File: src/rtl/rom_streamer.sv
// rom_streamer: burst sequencer in front of a one-cycle-latency synchronous ROM.
// It accepts (base address, length) commands, issues one ROM address per cycle
// and returns the words on a valid/ready stream through a 2-entry output FIFO.
// Issue is credit-limited so that in-flight words plus buffered words never
// exceed the FIFO depth, which keeps backpressure from losing any word.
// Optional feature macro: ROM_STREAMER_CHECKSUM_EN. When it is defined, a
// running modulo-2^DATA_WIDTH sum of popped words is kept on checksum.
module rom_streamer #(
  parameter int ADDR_WIDTH = 8,
  parameter int DATA_WIDTH = 8,
  parameter int LEN_WIDTH  = 9
) (
  input  logic                  clk,
  input  logic                  rst,
  input  logic                  cmd_valid,
  output logic                  cmd_ready,
  input  logic [ADDR_WIDTH-1:0] cmd_addr,
  input  logic [LEN_WIDTH-1:0]  cmd_len,
  output logic [ADDR_WIDTH-1:0] rom_addr,
  input  logic [DATA_WIDTH-1:0] rom_data,
  output logic                  out_valid,
  input  logic                  out_ready,
  output logic [DATA_WIDTH-1:0] out_data,
  output logic                  out_last,
  output logic                  busy,
  output logic                  done,
  output logic [DATA_WIDTH-1:0] checksum
);

  typedef enum logic [1:0] {IDLE, RUN, DRAIN} state_t;

  state_t                state_reg, state_next;
  logic [ADDR_WIDTH-1:0] next_addr_reg, next_addr_next;
  logic [LEN_WIDTH-1:0]  remaining_reg, remaining_next;
  logic [ADDR_WIDTH-1:0] rom_addr_reg;
  logic                  inflight_reg;
  logic                  inflight_last_reg;
  logic                  cmd_ready_reg;
  logic                  busy_reg;
  logic                  done_reg, done_next;

  // Output FIFO bookkeeping
  logic [1:0]            count_reg, count_next;
  logic                  wr_ptr_reg, rd_ptr_reg;
  logic [DATA_WIDTH-1:0] entry_data [2];
  logic                  entry_last [2];

  logic                  accept;
  logic                  issue;
  logic                  push;
  logic                  pop;
  logic [2:0]            credit_used;

  assign accept      = cmd_valid && cmd_ready_reg;
  assign push        = inflight_reg;
  assign out_valid   = (count_reg != 2'd0);
  assign pop         = out_valid && out_ready;
  // Slots already claimed in the FIFO once this cycle's pop is accounted for.
  assign credit_used = {1'b0, count_reg} + {2'b00, inflight_reg} - {2'b00, pop};
  assign count_next  = count_reg + {1'b0, push} - {1'b0, pop};

  // The address port shows the new address in the issue cycle and holds it after.
  assign rom_addr  = issue ? next_addr_reg : rom_addr_reg;
  assign out_data  = entry_data[rd_ptr_reg];
  assign out_last  = entry_last[rd_ptr_reg];
  assign cmd_ready = cmd_ready_reg;
  assign busy      = busy_reg;
  assign done      = done_reg;

  // Next-state, issue decision and done pulse generation.
  always_comb begin
    state_next     = state_reg;
    next_addr_next = next_addr_reg;
    remaining_next = remaining_reg;
    issue          = 1'b0;
    done_next      = 1'b0;
    case (state_reg)
      IDLE: begin
        if (accept) begin
          next_addr_next = cmd_addr;
          remaining_next = cmd_len;
          if (cmd_len == '0) begin
            done_next = 1'b1;
          end else begin
            state_next = RUN;
          end
        end
      end
      RUN: begin
        if ((remaining_reg != '0) && (credit_used < 3'd2)) begin
          issue          = 1'b1;
          next_addr_next = next_addr_reg + 1'b1;
          remaining_next = remaining_reg - 1'b1;
          if (remaining_reg == LEN_WIDTH'(1)) begin
            state_next = DRAIN;
          end
        end
      end
      DRAIN: begin
        // Leave as soon as the final word is popped so the next command can be
        // accepted in the done cycle.
        if (count_next == 2'd0) begin
          state_next = IDLE;
          done_next  = 1'b1;
        end
      end
      default: state_next = IDLE;
    endcase
  end

  // Control state registers.
  always_ff @(posedge clk) begin
    if (rst) begin
      state_reg         <= IDLE;
      next_addr_reg     <= '0;
      remaining_reg     <= '0;
      rom_addr_reg      <= '0;
      inflight_reg      <= 1'b0;
      inflight_last_reg <= 1'b0;
      cmd_ready_reg     <= 1'b0;
      busy_reg          <= 1'b0;
      done_reg          <= 1'b0;
    end else begin
      state_reg         <= state_next;
      next_addr_reg     <= next_addr_next;
      remaining_reg     <= remaining_next;
      if (issue) begin
        rom_addr_reg <= next_addr_reg;
      end
      inflight_reg      <= issue;
      inflight_last_reg <= issue && (remaining_reg == LEN_WIDTH'(1));
      cmd_ready_reg     <= (state_next == IDLE);
      busy_reg          <= (state_next != IDLE);
      done_reg          <= done_next;
    end
  end

  // FIFO pointers and occupancy.
  always_ff @(posedge clk) begin
    if (rst) begin
      count_reg  <= 2'd0;
      wr_ptr_reg <= 1'b0;
      rd_ptr_reg <= 1'b0;
    end else begin
      count_reg <= count_next;
      if (push) begin
        wr_ptr_reg <= ~wr_ptr_reg;
      end
      if (pop) begin
        rd_ptr_reg <= ~rd_ptr_reg;
      end
    end
  end

  // One storage slot per FIFO entry, written with the ROM word one cycle after issue.
  generate
    for (genvar gi = 0; gi < 2; gi++) begin : g_entry
      logic [DATA_WIDTH-1:0] data_reg;
      logic                  last_reg;

      // Capture the in-flight ROM word into this slot when it is the write target.
      always_ff @(posedge clk) begin
        if (rst) begin
          data_reg <= '0;
          last_reg <= 1'b0;
        end else if (push && (wr_ptr_reg == 1'(gi))) begin
          data_reg <= rom_data;
          last_reg <= inflight_last_reg;
        end
      end

      assign entry_data[gi] = data_reg;
      assign entry_last[gi] = last_reg;
    end
  endgenerate

`ifdef ROM_STREAMER_CHECKSUM_EN
  logic [DATA_WIDTH-1:0] checksum_reg;

  // Sum of popped words, restarted by each accepted command.
  always_ff @(posedge clk) begin
    if (rst) begin
      checksum_reg <= '0;
    end else if (accept) begin
      checksum_reg <= '0;
    end else if (pop) begin
      checksum_reg <= checksum_reg + out_data;
    end
  end

  assign checksum = checksum_reg;
`else
  assign checksum = '0;
`endif

endmodule

File: config.mk
export PLATFORM = sky130hd
export DESIGN_NAME = rom_streamer
export DESIGN_NICKNAME = d
export VERILOG_FILES = /design/src/rtl/rom_streamer.sv
export SDC_FILE = /design/constraint.sdc
export NUM_CORES = 1
export LEC_CHECK = 0
export CAP_MARGIN = 20
export CORE_AREA = 5 5 112 114
export DETAILED_ROUTE_END_ITERATION = 10
export DIE_AREA = 0 0 117 119
export HOLD_SLACK_MARGIN = 0.05
export SYNTH_ARGS = -nofsm -noshare
export SYNTH_HDL_FRONTEND = slang
export SYNTH_SLANG_ARGS = --single-unit
File: constraint.sdc
create_clock -name clk -period 3.4 [get_ports clk]
set_input_delay 0.51 -clock clk [delete_from_list [all_inputs] [get_ports clk]]
set_output_delay 0.51 -clock clk [all_outputs]
set_load 0.05 [all_outputs]
==> flow_metrics.env, run 1 <==
export IMPL_antenna_left=0
export IMPL_clk_pin_slew_ns=0.07
export IMPL_synth_most_common_cell="dfxtp_1"
export IMPL_synthAdderAreaFrac=0.0345
export IMPL_final_util=0.324
export IMPL_cts_sinks=54
export IMPL_switching_share=0.353
export IMPL_die_h_um=119
export IMPL_dp_hpwl_um=5260
export IMPL_synth_top_area_frac=0.392
export IMPL_cpPeakStageDelay_ns=0.45
export IMPL_slew_viol_final=0
export IMPL_synth_cell_type_count=56
export IMPL_final_hold_violation_count=0
export IMPL_synth_seq_cells=54
export IMPL_path_buf_inv=3
export IMPL_ys_top_cells_by_count="54 x dfxtp_1, 47 x nand2_1, 38 x a21oi_1"
export IMPL_synth_top_family_by_area="simple AND/OR/NAND/NOR gates"
export IMPL_drive_above_1_share=0.168
export IMPL_synth_compound_area_share=0.193
export IMPL_vias=2553
export IMPL_synth_warning_count=0
export IMPL_numPortBuffers=49
export IMPL_critPathMaxFanout=5
export IMPL_yosys_top_cells_area="dfxtp_1 39%, a21oi_1 6.9%, nand2_1 6.4%"
export IMPL_largest_reg_flops=16
export IMPL_arrival_ns=2.95
export IMPL_synthToLayoutAreaGrowth_pct=33.0
export IMPL_yosysTopAreaCell="dfxtp_1"
export IMPL_synthMuxAreaShare=0.0758
export IMPL_dpl_cell_area_um2=3400
export IMPL_switching_power_uw=781
export IMPL_synth_edf_count=0
export IMPL_violations="negative setup slack"
export IMPL_totalWireLength_um=7600
export IMPL_hold_buffers=0
export IMPL_wl_per_cell_um=14.6
export IMPL_antennaDiodeCount=0
export IMPL_power_mw=2.21
export IMPL_fin_crit_sh=1.02
export IMPL_start_kind="flop"
export IMPL_status="finished with violations"
export IMPL_fin_ws_ns=-0.0648
export IMPL_insertion_delay_ns=0.29
export IMPL_synthFlopType="dfxtp_1"
export IMPL_endpoint_kind="primary output"
export IMPL_crit_top_cell="ha_4"
export IMPL_regArea_um2=1080
export IMPL_syn_avg_cell_area_um2=8.48
export IMPL_p_leak_nw=1.32
export IMPL_finalSetupViolCount=8
export IMPL_fill_cells=1223
export IMPL_grt_max_degree=48
export IMPL_crit_family="adder cells"
export IMPL_overflow=0
export IMPL_final_min_clock_period_ns=3.46
export IMPL_netlist_instances=325
export IMPL_num_rows=39
export IMPL_design_area_um2=3660
export IMPL_async_reset_ff_frac=0
export IMPL_maxCapViolCount=0
export IMPL_worst_setup_path_type="flop to primary output"
export IMPL_synth_xor_area_share=0.00635
export IMPL_clk_path_buf_depth=2
export IMPL_clock_power_share=0.269
export IMPL_drc=0
export IMPL_fin_worst_skew_ns=0.00338
export IMPL_initial_core_util=0.243
export IMPL_dieArea_um2=13900
export IMPL_ios=58
export IMPL_worst_ir_drop_vdd_mv=0.313
export IMPL_rsz0062_at_grt="yes"
export IMPL_crit_required_ns=2.89
export IMPL_first_pass_iters=5
export IMPL_tns_ns=-0.299
export IMPL_drt_iter0_markers=186
export IMPL_multi_input_area_um2=1540
export IMPL_yosysSeqAreaShare=0.392
export IMPL_finalNetCount=411
export IMPL_cts_tree="yes"
export IMPL_drt_vias_per_instance=4.92
export IMPL_htreeDepth=2
export IMPL_core_area_um2=11300
export IMPL_post_place_ws_ns=-0.216
export IMPL_p_comb_frac=0.378
export IMPL_cp_cell_sequence="or2_4, and2_4, ha_4, inv_2, ha_4, fa_2, a2111o_1, buf_6, mux2_4, buf_12"
export IMPL_hold_path_class="flop to flop"
export IMPL_die_width_um=117
export IMPL_cpMaxStageDelayCell="fa_2"
export IMPL_grt_use_total=0.110
export IMPL_synth_area_um2=2760
export IMPL_p_per_area_nw_per_um2=604
export IMPL_gp_congestion=0.834
export IMPL_slew_headroom=0.430
export IMPL_seqPwrFrac=0.354
export IMPL_worstMarginPinSlew_ns=0.843
export IMPL_synth_simple_gate_area_share=0.225
export IMPL_fmax_mhz=289
export IMPL_intPower_mw=1.43
export IMPL_grt_antenna_before_repair=0
export IMPL_grt_pass1_wl_um=12500
export IMPL_cts_buffers=5
export IMPL_root_buffer="clkbuf_16"
export IMPL_grt_pass1_vias=2474
per-stage QoR:
stage / instances / hold WS (ns)
global placement: 507 / 0.439
finish: 519 / 0.455
floorplan: 332 / 0.432
detailed placement: 507 / 0.449
CTS: 519 / 0.459
global route: 519 / 0.477
final cells by class:
cell class | instances | share of cell area
clock inverter | 3 | 0.0130
multi-input combinational | 237 | 0.419
timing repair buffer | 66 | 0.178
inverter | 11 | 0.0113
tap | 143 | 0.0488
clock buffer | 5 | 0.0341
sequential | 54 | 0.296
cell families after synthesis:
family	count (synthesis)
multiplexers	18
AND/OR/NAND/NOR	122
other	1
XOR/XNOR	2
buffers and inverters	41
flip-flops	54
AO/OA/AOI/OAI	80
adder cells (fa/ha/maj)	7
path summary, 6_finish.rpt:
kind                      from             endpoint  slack (ns)  cells after the start
max reg2reg       count_reg[0]     remaining_reg[5]        0.30                     13
min          inflight_last_reg  g_entry[0].last_reg        0.45                      2
max               count_reg[0]          rom_addr[5]       -0.06                     10
min reg2reg  inflight_last_reg  g_entry[0].last_reg        0.45                      2
worst register-to-register path, delay by kind of cell (launching register included):
family                     cells  cell delay (ns)
and+or+nand+nor                2             0.39
DFF                            1             0.32
AOI/OAI and AO/OA              3             0.82
adders and majority gates      3             0.86
buffers and inverters          5             0.63
layer usage:
metal	track usage	part of all wire
met5	0	0
met4	0.0222	0.0053
met3	0.0264	0.062
met2	0.172	0.47
met1	0.153	0.47
power by group through the flow:
stage / clock [mW] / combinational [mW] / sequential, mW
final: 0.594 / 0.835 / 0.783
after global routing: 0.640 / 0.908 / 0.798
after CTS: 0.612 / 0.832 / 0.783
after detailed placement: 0 / 0.765 / 0.797
after global placement: 0 / 0.757 / 0.796
after floorplan: 0 / 0.552 / 0.764
cell usage in the layout (no fill, tap or decap), types with 5 or more instances in the layout:
master,n
inv_1,9
buf_6,8
buf_4,15
nand2_1,47
o32ai_1,6
nor2_1,13
o21ai_0,6
and2_1,9
clkbuf_16,5
nand3_1,15
nor3_1,10
a221oi_1,6
clkdlybuf4s50_1,40
a21oi_1,38
dfxtp_1,52
conb_1,8
mux2_2,15
repair_timing:
action / 4_1_cts / 5_1_grt
gates cloned: 1 / 0
endpoints found under the setup margin: 8 / 8
pin swaps: 5 / 0
resized for setup: 18 / 0
setup buffers: 3 / 0
hold endpoints to repair: 0 / 0
Note: power is estimated with default switching activity, not from simulation.
==> run 2, diff against run 1 <==
Settings changed: CAP_MARGIN 20 to default.
==> results of run 2 <==
Final layout, timing and power as in run 1 (identical DEF).
==> run 3, diff against run 2 <==
Settings changed: SKIP_LAST_GASP from default to 1.
==> results of run 3 <==
Final layout, timing and power as in run 1 (identical DEF).
